$ cat src/rtl/sky130_ajc_ip__brownout_monitor_if.sv
// Pin bundle between the brown-out supervisor and its system-side controller.
// The master drives enable, detector flags and handshakes; the slave returns reset and status.
interface sky130_ajc_ip__brownout_monitor_if #(
  parameter int CNT_W = 8
);
  logic             ena;
  logic             brout_in;
  logic             vunder_in;
  logic             irq_ack;
  logic             clr_cnt;
  logic             sys_resetb;
  logic             irq;
  logic [1:0]       state;
  logic [1:0]       cause;
  logic [CNT_W-1:0] evt_cnt;

  modport master (
    output ena, brout_in, vunder_in, irq_ack, clr_cnt,
    input  sys_resetb, irq, state, cause, evt_cnt
  );

  modport slave (
    input  ena, brout_in, vunder_in, irq_ack, clr_cnt,
    output sys_resetb, irq, state, cause, evt_cnt
  );
endinterface

$ cat src/rtl/sky130_ajc_ip__brownout_monitor.sv
// Brown-out supervisor: syncs/debounces detector flags and drives a stretched system reset.
// Optional event counter enabled with `define BROWNOUT_MON_EVCNT_EN.
module sky130_ajc_ip__brownout_monitor #(
  parameter int SYNC_STAGES = 2,
  parameter int DEB_CYCLES  = 4,
  parameter int HOLD_CYCLES = 1024,
  parameter int CNT_W       = 8
) (
  input  logic                            clk,
  input  logic                            resetb,
  sky130_ajc_ip__brownout_monitor_if.slave bus
);

  localparam int DEB_W  = 4;
  localparam int HOLD_W = 16;
  localparam logic [DEB_W-1:0]  DEB_MAX   = DEB_W'(DEB_CYCLES);
  localparam logic [HOLD_W-1:0] HOLD_LOAD = HOLD_W'(HOLD_CYCLES - 1);

  typedef enum logic [1:0] {
    ST_DISABLED = 2'b00,
    ST_NORMAL   = 2'b01,
    ST_BROWNOUT = 2'b10,
    ST_HOLDOFF  = 2'b11
  } state_e;

  function automatic logic [DEB_W-1:0] deb_sat_inc(input logic [DEB_W-1:0] v);
    return (v >= DEB_MAX) ? DEB_MAX : v + DEB_W'(1);
  endfunction

  logic [SYNC_STAGES-1:0] brout_sync_q, brout_sync_d;
  logic [SYNC_STAGES-1:0] vunder_sync_q, vunder_sync_d;
  logic                   brout_s, vunder_s;
  logic [DEB_W-1:0]       deb_cnt_q, deb_cnt_d;
  logic                   brout_q;
  state_e                 state_q, state_d;
  logic [HOLD_W-1:0]      hold_q, hold_d;
  logic                   sys_resetb_q, sys_resetb_d;
  logic                   irq_q, irq_d;
  logic [1:0]             cause_q, cause_d;
  logic                   evt;

  // Input synchronizers and brown-out debounce
  always_comb begin
    brout_sync_d  = {brout_sync_q[SYNC_STAGES-2:0], bus.brout_in};
    vunder_sync_d = {vunder_sync_q[SYNC_STAGES-2:0], bus.vunder_in};
    brout_s       = brout_sync_q[SYNC_STAGES-1];
    vunder_s      = vunder_sync_q[SYNC_STAGES-1];
    deb_cnt_d     = brout_s ? deb_sat_inc(deb_cnt_q) : '0;
    // Qualify on the edge the counter reaches DEB_CYCLES so the event lands on that same edge.
    brout_q       = (deb_cnt_d == DEB_MAX);
  end

  always_ff @(posedge clk or negedge resetb) begin
    if (!resetb) begin
      brout_sync_q  <= '0;
      vunder_sync_q <= '0;
      deb_cnt_q     <= '0;
    end else begin
      brout_sync_q  <= brout_sync_d;
      vunder_sync_q <= vunder_sync_d;
      deb_cnt_q     <= deb_cnt_d;
    end
  end

  // Supervisor FSM and hold-off timer
  always_comb begin
    state_d = state_q;
    hold_d  = hold_q;
    evt     = 1'b0;
    if (!bus.ena) begin
      state_d = ST_DISABLED;
    end else begin
      case (state_q)
        ST_DISABLED: state_d = ST_NORMAL;
        ST_NORMAL: begin
          if (brout_q || vunder_s) begin
            state_d = ST_BROWNOUT;
            evt     = 1'b1;
          end
        end
        ST_BROWNOUT: begin
          if (!brout_s && !vunder_s) begin
            state_d = ST_HOLDOFF;
            hold_d  = HOLD_LOAD;
          end
        end
        ST_HOLDOFF: begin
          // Re-entry uses raw synced flags: any flicker restarts the full stretch.
          if (brout_s || vunder_s) begin
            state_d = ST_BROWNOUT;
          end else if (hold_q == '0) begin
            state_d = ST_NORMAL;
          end else begin
            hold_d = hold_q - HOLD_W'(1);
          end
        end
        default: state_d = ST_DISABLED;
      endcase
    end
  end

  always_comb begin
    sys_resetb_d = !((state_d == ST_BROWNOUT) || (state_d == ST_HOLDOFF));
    irq_d        = irq_q;
    cause_d      = cause_q;
    if (evt) begin
      irq_d   = 1'b1;
      cause_d = {vunder_s, brout_q};
    end else if (bus.irq_ack) begin
      irq_d = 1'b0;
    end
  end

  always_ff @(posedge clk or negedge resetb) begin
    if (!resetb) begin
      state_q      <= ST_DISABLED;
      hold_q       <= '0;
      sys_resetb_q <= 1'b1;
      irq_q        <= 1'b0;
      cause_q      <= 2'b00;
    end else begin
      state_q      <= state_d;
      hold_q       <= hold_d;
      sys_resetb_q <= sys_resetb_d;
      irq_q        <= irq_d;
      cause_q      <= cause_d;
    end
  end

`ifdef BROWNOUT_MON_EVCNT_EN
  function automatic logic [CNT_W-1:0] cnt_sat_inc(input logic [CNT_W-1:0] v);
    return (&v) ? v : v + CNT_W'(1);
  endfunction

  logic [CNT_W-1:0] evt_cnt_q, evt_cnt_d;

  // A clear coinciding with an event leaves exactly that one event counted.
  always_comb begin
    evt_cnt_d = evt_cnt_q;
    if (bus.clr_cnt) begin
      evt_cnt_d = evt ? CNT_W'(1) : '0;
    end else if (evt) begin
      evt_cnt_d = cnt_sat_inc(evt_cnt_q);
    end
  end

  always_ff @(posedge clk or negedge resetb) begin
    if (!resetb) begin
      evt_cnt_q <= '0;
    end else begin
      evt_cnt_q <= evt_cnt_d;
    end
  end

  assign bus.evt_cnt = evt_cnt_q;
`else
  logic unused_clr_cnt;
  assign unused_clr_cnt = bus.clr_cnt;
  assign bus.evt_cnt    = '0;
`endif

  assign bus.sys_resetb = sys_resetb_q;
  assign bus.irq        = irq_q;
  assign bus.state      = state_q;
  assign bus.cause      = cause_q;

endmodule
$ cat src/flat_wrapper.sv
// flat-port wrapper written by rule: the top's interface ports become plain ports
module sky130_ajc_ip__brownout_monitor_flat 
#(
  parameter int SYNC_STAGES = 2,
  parameter int DEB_CYCLES  = 4,
  parameter int HOLD_CYCLES = 1024,
  parameter int CNT_W       = 8
)
  (clk, resetb, bus_ena, bus_brout_in, bus_vunder_in, bus_irq_ack, bus_clr_cnt, bus_sys_resetb, bus_irq, bus_state, bus_cause, bus_evt_cnt);
  sky130_ajc_ip__brownout_monitor_if #(.CNT_W(CNT_W)) bus_i ();
  input  logic clk;
  input  logic resetb;
  input wire logic [$bits(bus_i.ena)-1:0] bus_ena;
  input wire logic [$bits(bus_i.brout_in)-1:0] bus_brout_in;
  input wire logic [$bits(bus_i.vunder_in)-1:0] bus_vunder_in;
  input wire logic [$bits(bus_i.irq_ack)-1:0] bus_irq_ack;
  input wire logic [$bits(bus_i.clr_cnt)-1:0] bus_clr_cnt;
  output wire logic [$bits(bus_i.sys_resetb)-1:0] bus_sys_resetb;
  output wire logic [$bits(bus_i.irq)-1:0] bus_irq;
  output wire logic [$bits(bus_i.state)-1:0] bus_state;
  output wire logic [$bits(bus_i.cause)-1:0] bus_cause;
  output wire logic [$bits(bus_i.evt_cnt)-1:0] bus_evt_cnt;
  assign bus_i.ena = bus_ena;
  assign bus_i.brout_in = bus_brout_in;
  assign bus_i.vunder_in = bus_vunder_in;
  assign bus_i.irq_ack = bus_irq_ack;
  assign bus_i.clr_cnt = bus_clr_cnt;
  assign bus_sys_resetb = bus_i.sys_resetb;
  assign bus_irq = bus_i.irq;
  assign bus_state = bus_i.state;
  assign bus_cause = bus_i.cause;
  assign bus_evt_cnt = bus_i.evt_cnt;
  sky130_ajc_ip__brownout_monitor #(.SYNC_STAGES(SYNC_STAGES), .DEB_CYCLES(DEB_CYCLES), .HOLD_CYCLES(HOLD_CYCLES), .CNT_W(CNT_W)) u_core (.clk(clk), .resetb(resetb), .bus(bus_i));
endmodule
$ cat config.mk
export PLATFORM = sky130hd
export DESIGN_NAME = sky130_ajc_ip__brownout_monitor_flat
export DESIGN_NICKNAME = d
export VERILOG_FILES = /design/src/rtl/sky130_ajc_ip__brownout_monitor_if.sv /design/src/rtl/sky130_ajc_ip__brownout_monitor.sv /design/src/flat_wrapper.sv
export SDC_FILE = /design/constraint.sdc
export NUM_CORES = 1
export LEC_CHECK = 0
export CORE_UTILIZATION = 45
export DETAILED_ROUTE_END_ITERATION = 8
export GPL_ROUTABILITY_DRIVEN = 0
export PLACE_DENSITY = 0.75
export SYNTH_ARGS = -nofsm -noshare
export SYNTH_HDL_FRONTEND = slang
export SYNTH_SLANG_ARGS = --single-unit
$ cat constraint.sdc
create_clock -name clk -period 2.6 [get_ports clk]
set_input_delay 0.65 -clock clk [delete_from_list [all_inputs] [get_ports clk]]
set_output_delay 0.65 -clock clk [all_outputs]
set_load 0.1 [all_outputs]
# == Yosys cells after proc, flatten, opt, wreduce, memory -nomap -nowiden ==
# Index checks and enable logic that the tools add are counted.
# word_totals
out_inout_bits,14
input_bits,7
regBits,30
wordCells,49
# classes
eq_ne,9
magnitude_cmp,1
addsub,2
n_mux,17
n_reduce_logical,12
# ops
op,n
two-way mux 16 bit,3
one-hot mux 16 bit (2 select lines),1
zero test 16 bit,1
"subtractor 16 x 1 -> 16 bit, second input constant",1
two-way mux 2 bit,5
"== test 2 bit, second input constant",4
two-way mux 4 bit,2
one-hot mux 2 bit (4 select lines),1
two-way mux 1 bit,5
AND reduction 5 bit,1
"adder 4 x 1 -> 4 bit, second input constant",1
"== test 4 x 3 -> 1 bit, second input constant",1
"greater-or-equal comparator 4 x 3 -> 1 bit, second input constant",1
"!= test 2 bit, second input constant",2
nonzero test 2 bit,2
zero test 1 bit,3
logical OR 1 bit,3
"== test 2 x 1 -> 1 bit, second input constant",1
zero test 2 bit,1
"!= test 2 x 1 -> 1 bit, second input constant",1
logical AND 1 bit,1

# == Logic depth before layout (Yosys ltp) ==
# Gate-level depths: netlist (run 1).
# logic_depth
word_depth,11
depth_mapped,8
ltp_nobuf,7

# == Worst setup path after synthesis (run 1) ==
# Ideal clock, no wire load.
# synth_path
path_kind,reg-to-reg
from,"register u_core.state_q[1], in the netlist u_core.bus.state[1]"
to,register u_core.hold_q[14]
path_stages_with_launch,7
arrival_time_ns,2.022
required_time_ns,2.471
synth_period_minus_slack_ns,2.151
setup_time_ns,0.129
setup_slack_ns,0.449
n_path_buf,1
path_cell_list,dfrtp_1 and4bb_1 buf_4 nand2b_2 a2111oi_4 xnor2_1 nor2_1
# synth_between
elab_chain_len,3
word_cells_on_any_way,8
cone_classes,5 x eq/ne; 1 x mux; 2 x reduce/logical
# synth_lines
element,line_no,text
from (decl),sky130_ajc_ip__brownout_monitor.sv:35,"state_e state_q, state_d;"
from (signal assigned),sky130_ajc_ip__brownout_monitor.sv:122,state_q <= state_d;
== test 2 bit,sky130_ajc_ip__brownout_monitor.sv:73,case (state_q)
"!= test 2 bit (no source line), or another cell as far along",-,
AND reduction 5 bit (no source line),-,
to (signal assigned),sky130_ajc_ip__brownout_monitor.sv:123,hold_q <= hold_d;
to (decl),sky130_ajc_ip__brownout_monitor.sv:36,"logic [HOLD_W-1:0] hold_q, hold_d;"
# Parallel ways exist; a longest one is shown, timed or not.
# A chain may end at the register's enable or synchronous reset.

# == Final worst setup path (run 1) ==
# layout_path
from,input bus_ena
to,register u_core.hold_q[15]
# layout_between
elab_chain_len,1
# layout_lines
element,line_no,text
from (decl),flat_wrapper.sv:13,input wire logic [$bits(bus_i.ena)-1:0] bus_ena;
AND reduction 5 bit (no source line),-,
# Every way passes these cells.

==> results.json, run 1 <==
{
  "status": "finished clean",
  "yosys.area_share.simple_pct": 23.26,
  "grt_max_degree": 31,
  "synth_area_per_cell_um2": 10.54,
  "crit_type": "input pin to register",
  "cts_root_buffer": "clkbuf_4",
  "fill_cells": 317,
  "synth_flop_cell": "dfrtp_1",
  "final_common_cell": "dfrtp_1",
  "die-area_um2": 3707,
  "maxSlewHeadroom_pct": 66.15,
  "die_w_um": 60.89,
  "yosys_warnings": 0,
  "ys_seq_area_share_pct": 48.20,
  "grt_usage_pct": 18.57,
  "area_delta_synth_final_pct": 15.40,
  "hpwl_mm": 2.034,
  "ir_worst_vdd_mv": 0.6332,
  "grt_antenna_before_repair": 0,
  "finalHoldViolCount": 0,
  "wl_mm": 2.860,
  "grt_pass1_vias": 1110,
  "final_cell_mix": "29 x dfrtp_1, 20 x nand2_1, 12 x nor2_1, 11 x buf_4, 10 x a21oi_1",
  "grt_setup_unrepaired": "false",
  "synth_mux_area_share_pct": 2.727,
  "netlist_area_um2": 1560,
  "finalInstanceArea_um2": 1800,
  "cts_made_buffers": 5,
  "antenna_cells": 0,
  "hp-class": "register to register",
  "synth_fa_ha_area_share_pct": 1.604,
  "use_met2_pct": 31.24,
  "clock-sinks": 30,
  "final_nets": 175,
  "worstMarginPinSlew_ns": 0.5031,
  "setup_slack_ns": 0.4351,
  "drcViolationCount": 0,
  "max_cap_viol_count": 0,
  "grt_pass1_wl_mm": 4.850,
  "htree_levels": 2,
  "port_buffers": 11,
  "synth_edf_count": 0,
  "arrival_ns": 2.40,
  "pre_cts_slack_ns": 0.08828,
  "cp-end-kind": "register",
  "ios": 21,
  "placed_area_um2": 1689,
  "drt-pass1-iter-count": 4,
  "p_leak_uw": 0.0007844,
  "period_needed_ns": 2.165,
  "initial_utilization_pct": 46.76,
  "grt_overflow": 0,
  "clk_latency_ns": 0.34,
  "synth_top_family_by_area": "simple AND/OR/NAND/NOR gates",
  "seq_area_um2": 752.0,
  "clock_skew_ns": 0.008349,
  "crit_required_ns": 2.84,
  "use_met3_pct": 7.676,
  "cts_setup_buffers": 0,
  "cts_hold_buffers": 0,
  "ys_async_sr_fraction_pct": 100.0,
  "setup_tns_ns": 0,
  "die_h_um": 60.89,
  "finalMaxSlewViolations": 0,
  "clockBufferDepth": 2,
  "grtUsageMet1_pct": 21.05,
  "post_cts_resized": 0,
  "synth_xor_area_share_pct": 4.491,
  "synth_compound_area_share_pct": 12.91,
  "synth-seq-cells": 30,
  "cts_tree": "done",
  "synth_cell_types": 50,
  "multiInputGateArea_um2": 735.7,
  "num_rows": 21,
  "busiest_layer": "met2",
  "synthCells": 148,
  "max_freq_mhz": 461.9,
  "drt_iter0_drc": 27,
  "design.core.area_um2": 3337,
  "startpoint_type": "input pin",
  "final_layout_size_suffix_gt1_share_pct": 19.16,
  "wl_per_cell_um": 13.43,
  "powerDensity_nw_per_um2": 830.7,
  "path_clk_slew_ns": 0.10,
  "period_share_pct": 83.26,
  "crit_path_max_fanout": 9,
  "vias": 1107,
  "postRouteAntennaNets": 0,
  "report.final.setup_viol": 0,
  "via_per_inst": 5.197
}
logic make-up (layout without fill, tap and decap cells):
group,count (synthesis),in the layout
muxes,4,4
xor gates and xnor gates,8,8
adders and majority gates,2,2
and+or+nand+nor,61,61
other,1,9
buffers and inverters,16,27
DFF,30,30
AOI/OAI and AO/OA,26,26
per-stage QoR:
stage                     cells  power (uW)  utilization (%)  hold slack [ns]
after global routing        213        1563            53.96           0.3630
after CTS                   213        1507            53.96           0.3595
after global placement      205        1000            50.62           0.3339
after floorplan             156       934.9                -           0.3312
after detailed placement    205        1012            50.62           0.3371
final                       213        1496            53.96           0.3585
critical path, cell delays in order:
cell and delay [ns]:
clkdlybuf4s50_1 0.54, and4bb_1 0.45, nand2b_2 0.16, a311oi_2 0.34
nand2_1 0.13, mux2i_1 0.13
registers in the layout (all words and copies together) (netlist names):
signal                 flops
u_core.bus.cause           2
u_core.hold_q             16
u_core.bus.irq             1
u_core.vunder_sync_q       2
u_core.deb_cnt_q           4
u_core.bus.state           2
u_core.brout_sync_q        2
u_core.bus.sys_resetb      1
layer usage:
layer | up-vias | routed length, um
li1 | 539 | -
met1 | 540 | 1284
met2 | 23 | 1439
met3 | 5 | 102
met4 | 0 | 34
met5 | - | 0
final cells by class:
cell class | instances | share of cell area (%)
Tap cell | 46 | 3.197
Timing Repair Buffer | 16 | 7.366
Sequential cell | 30 | 41.77
Multi-Input combinational cell | 110 | 40.86
Inverter | 3 | 0.6254
Clock inverter | 2 | 3.336
Clock buffer | 6 | 2.849
worst paths after layout:
check,from,end,slack (ns),cells after the start
worst max-delay path,bus_ena,u_core.hold_q[15],0.44,6
worst min-delay path,u_core.brout_sync_q[0],u_core.brout_sync_q[1],0.36,0
worst max register to register,u_core.hold_q[7],u_core.hold_q[9],0.56,5
worst min register to register,u_core.brout_sync_q[0],u_core.brout_sync_q[1],0.36,0
max in group asynchronous,resetb,u_core.bus.sys_resetb,1.59,2
min in group asynchronous,resetb,u_core.hold_q[10],0.69,2
power by group:
group / total, uW / switching [uW] / internal [uW]
sequential: 623 / 87.1 / 536
combinational: 379 / 269 / 109
clock: 494 / 168 / 326
total: 1500 / 525 / 971
synth_stat cells, types with 2 or more instances:
cell	number	area share, %
or4_1	2	0.96
inv_1	3	0.72
xnor2_1	8	4.5
nand4_1	3	1.2
mux2i_1	2	1.3
a21oi_1	10	3.2
nand3_1	3	0.96
buf_4	9	4.3
o31a_1	2	1.1
ha_1	2	1.6
a211oi_1	2	0.96
nand2_1	20	4.8
clkbuf_1	2	0.48
nor3_1	2	0.64
nand2b_1	2	0.80
mux2_2	2	1.4
dfrtp_1	29	47
nor2b_1	2	0.80
nor2_1	12	2.9
(Power assumes the default switching activity.)
==> run 2, diff against run 1 <==
--- a/config.mk
+++ b/config.mk
@@ -8,7 +8,7 @@
 export CORE_UTILIZATION = 45
 export DETAILED_ROUTE_END_ITERATION = 8
 export GPL_ROUTABILITY_DRIVEN = 0
-export PLACE_DENSITY = 0.75
+export PLACE_DENSITY = 0.78
 export SYNTH_ARGS = -nofsm -noshare
 export SYNTH_HDL_FRONTEND = slang
 export SYNTH_SLANG_ARGS = --single-unit
==> constraint.sdc (replaced) <==
create_clock -name clk -period 1.8 [get_ports clk]
set_input_delay 0.45 -clock clk [delete_from_list [all_inputs] [get_ports clk]]
set_output_delay 0.45 -clock clk [all_outputs]
set_load 0.1 [all_outputs]
==> run 2 against run 1 <==
The run now ends with negative setup slack left. Cell count up 15%. Combinational power up 110%. Final area up 21%. Flip-flop and latch count unchanged. Die area unchanged. Clock power down 16%. Count of clock-buffer cells in the layout up 1. Wire length up 22%. Hold slack worse by 0.0039 ns. Utilization up 12 points. Largest cell class is now multi-input combinational cells.
==> results.json, run 2 (same netlist as run 1, synthesis figures left out) <==
{
  "design.core.area_um2": 3337,
  "clk_latency_ns": 0.34,
  "status": "complete, but fails checks",
  "grt_overflow": 0,
  "slowest_stage": "dfrtp_1",
  "cp-end-kind": "register",
  "largest-register": "u_core.hold_q",
  "vias": 1267,
  "crit_required_ns": 2.09,
  "period_share_pct": 100.0,
  "cts_made_buffers": 5,
  "placed_area_um2": 1969,
  "drt_iter0_drc": 62,
  "die_w_um": 60.89,
  "cp_cell_sequence": "inv_2 -> ha_4 -> nor3b_4 -> and4b_2 -> buf_6 -> nand4_1 -> nand3_1 -> and2_4",
  "startpoint_type": "register",
  "period_needed_ns": 1.800,
  "crit_path_max_fanout": 5,
  "largest_reg_flops": 16,
  "cp_num_buf_inv": 2,
  "finalHoldViolCount": 0,
  "grt_max_degree": 14,
  "hp-class": "register to register",
  "hpwl_mm": 2.530,
  "cp_top_family": "simple AND/OR/NAND/NOR gates",
  "die-area_um2": 3707,
  "htree_levels": 2,
  "reg2regPathDepth": 8,
  "ir_worst_vdd_mv": 0.7527,
  "num_rows": 21,
  "slowest_delay_ns": 0.41,
  "max_freq_mhz": 555.5,
  "max_cap_viol_count": 0,
  "use_met2_pct": 38.15,
  "grt_pass1_wl_mm": 5.671,
  "clock-sinks": 30,
  "fill_cells": 285,
  "finalInstanceArea_um2": 2185,
  "clockBufferDepth": 2,
  "port_buffers": 11,
  "path_clk_slew_ns": 0.09,
  "hold_depth": 0,
  "setup_slack_ns": -0.0002220,
  "final_common_cell": "buf_4",
  "final_cell_mix": "34 x buf_4, 27 x dfrtp_1, 20 x nand2_1, 12 x nor2_1",
  "final_nets": 207,
  "ios": 21,
  "initial_utilization_pct": 46.76,
  "powerDensity_nw_per_um2": 973.7,
  "cts_tree": "done",
  "fin_util_pct": 65.47,
  "p_leak_uw": 0.0009634,
  "clock_skew_ns": 0.006554,
  "grt_usage_pct": 21.48,
  "drcViolationCount": 0,
  "crit_type": "register to register",
  "via_per_inst": 5.171,
  "cts_hold_buffers": 0,
  "report.final.setup_viol": 1,
  "drt-pass1-iter-count": 4,
  "wl_mm": 3.499,
  "area_delta_synth_final_pct": 40.02,
  "violations": "negative setup slack",
  "antenna_cells": 0,
  "finalMaxSlewViolations": 0,
  "grt_antenna_before_repair": 0,
  "busiest_layer": "met2",
  "cts_root_buffer": "clkbuf_4",
  "setup_tns_ns": -0.0002220,
  "grt_setup_unrepaired": "true",
  "arrival_ns": 2.09,
  "postRouteAntennaNets": 0,
  "wl_per_cell_um": 14.28,
  "grtUsageMet1_pct": 23.63,
  "final_layout_size_suffix_gt1_share_pct": 39.70,
  "grt_pass1_vias": 1282,
  "use_met3_pct": 5.117,
  "crit_cells": 8,
  "die_h_um": 60.89,
  "reg_top3": "u_core.hold_q: 16 flops, u_core.deb_cnt_q: 4 flops"
}
run 2: per-layer routing:
layer  share of wire [%]  wire [um]
met1                  40       1397
met2                  55       1908
met3                 3.4        120
met4                 2.1         72
met5                   0          0
run 2: final cells by class:
class | count | area (um^2) | area share, %
multi-input cells | 110 | 830.8 | 38.03
well taps | 46 | 57.56 | 2.635
clock inverters | 1 | 5.005 | 0.2291
repair buffers | 48 | 467.9 | 21.42
clock buffers | 7 | 55.05 | 2.520
inverters | 3 | 11.26 | 0.5155
flip-flops and latches | 30 | 757.0 | 34.65
run 2: path summary, 6_finish.rpt:
path	from	to	slack, ns
max in group asynchronous	resetb	u_core.hold_q[10]	0.90
min in group asynchronous	resetb	u_core.hold_q[9]	0.44
worst min register to register	u_core.brout_sync_q[0]	u_core.brout_sync_q[1]	0.35
worst max register to register	u_core.hold_q[0]	u_core.bus.sys_resetb	-0.0002
worst max-delay path	u_core.hold_q[0]	u_core.bus.sys_resetb	-0.0002
worst min-delay path	u_core.brout_sync_q[0]	u_core.brout_sync_q[1]	0.35
run 2: timing repair:
action                                  4_1_cts  5_1_grt
pin swaps                                     3       13
endpoints found under the setup margin       16       19
buffers inserted                              3        6
gates resized for setup                       6       18
run 2: through the flow:
| stage | hold WS (ns) | total power [uW] | instances | setup slack, ns |
|---|---|---|---|---|
| after global routing | 0.3681 | 2230 | 245 | -0.1107 |
| after CTS | 0.3578 | 2064 | 241 | -0.002359 |
| final | 0.3546 | 2127 | 245 | -0.0002220 |
| after floorplan | 0.1544 | 1353 | 156 | 0.02046 |
| after global placement | 0.3332 | 1590 | 230 | -0.2995 |
| after detailed placement | 0.3364 | 1625 | 230 | -0.3285 |
run 2: power breakdown:
group | internal, uW | switching (uW)
clock network | 189 | 228
registers | 777 | 154
logic | 323 | 456
==> run 3, diff against run 2 <==
--- a/config.mk
+++ b/config.mk
@@ -9,6 +9,7 @@
 export DETAILED_ROUTE_END_ITERATION = 8
 export GPL_ROUTABILITY_DRIVEN = 0
 export PLACE_DENSITY = 0.78
+export SLEW_MARGIN = 20
 export SYNTH_ARGS = -nofsm -noshare
 export SYNTH_HDL_FRONTEND = slang
 export SYNTH_SLANG_ARGS = --single-unit
==> results of run 3 <==
No change in the layout: final DEF, timing and power equal those of run 2.
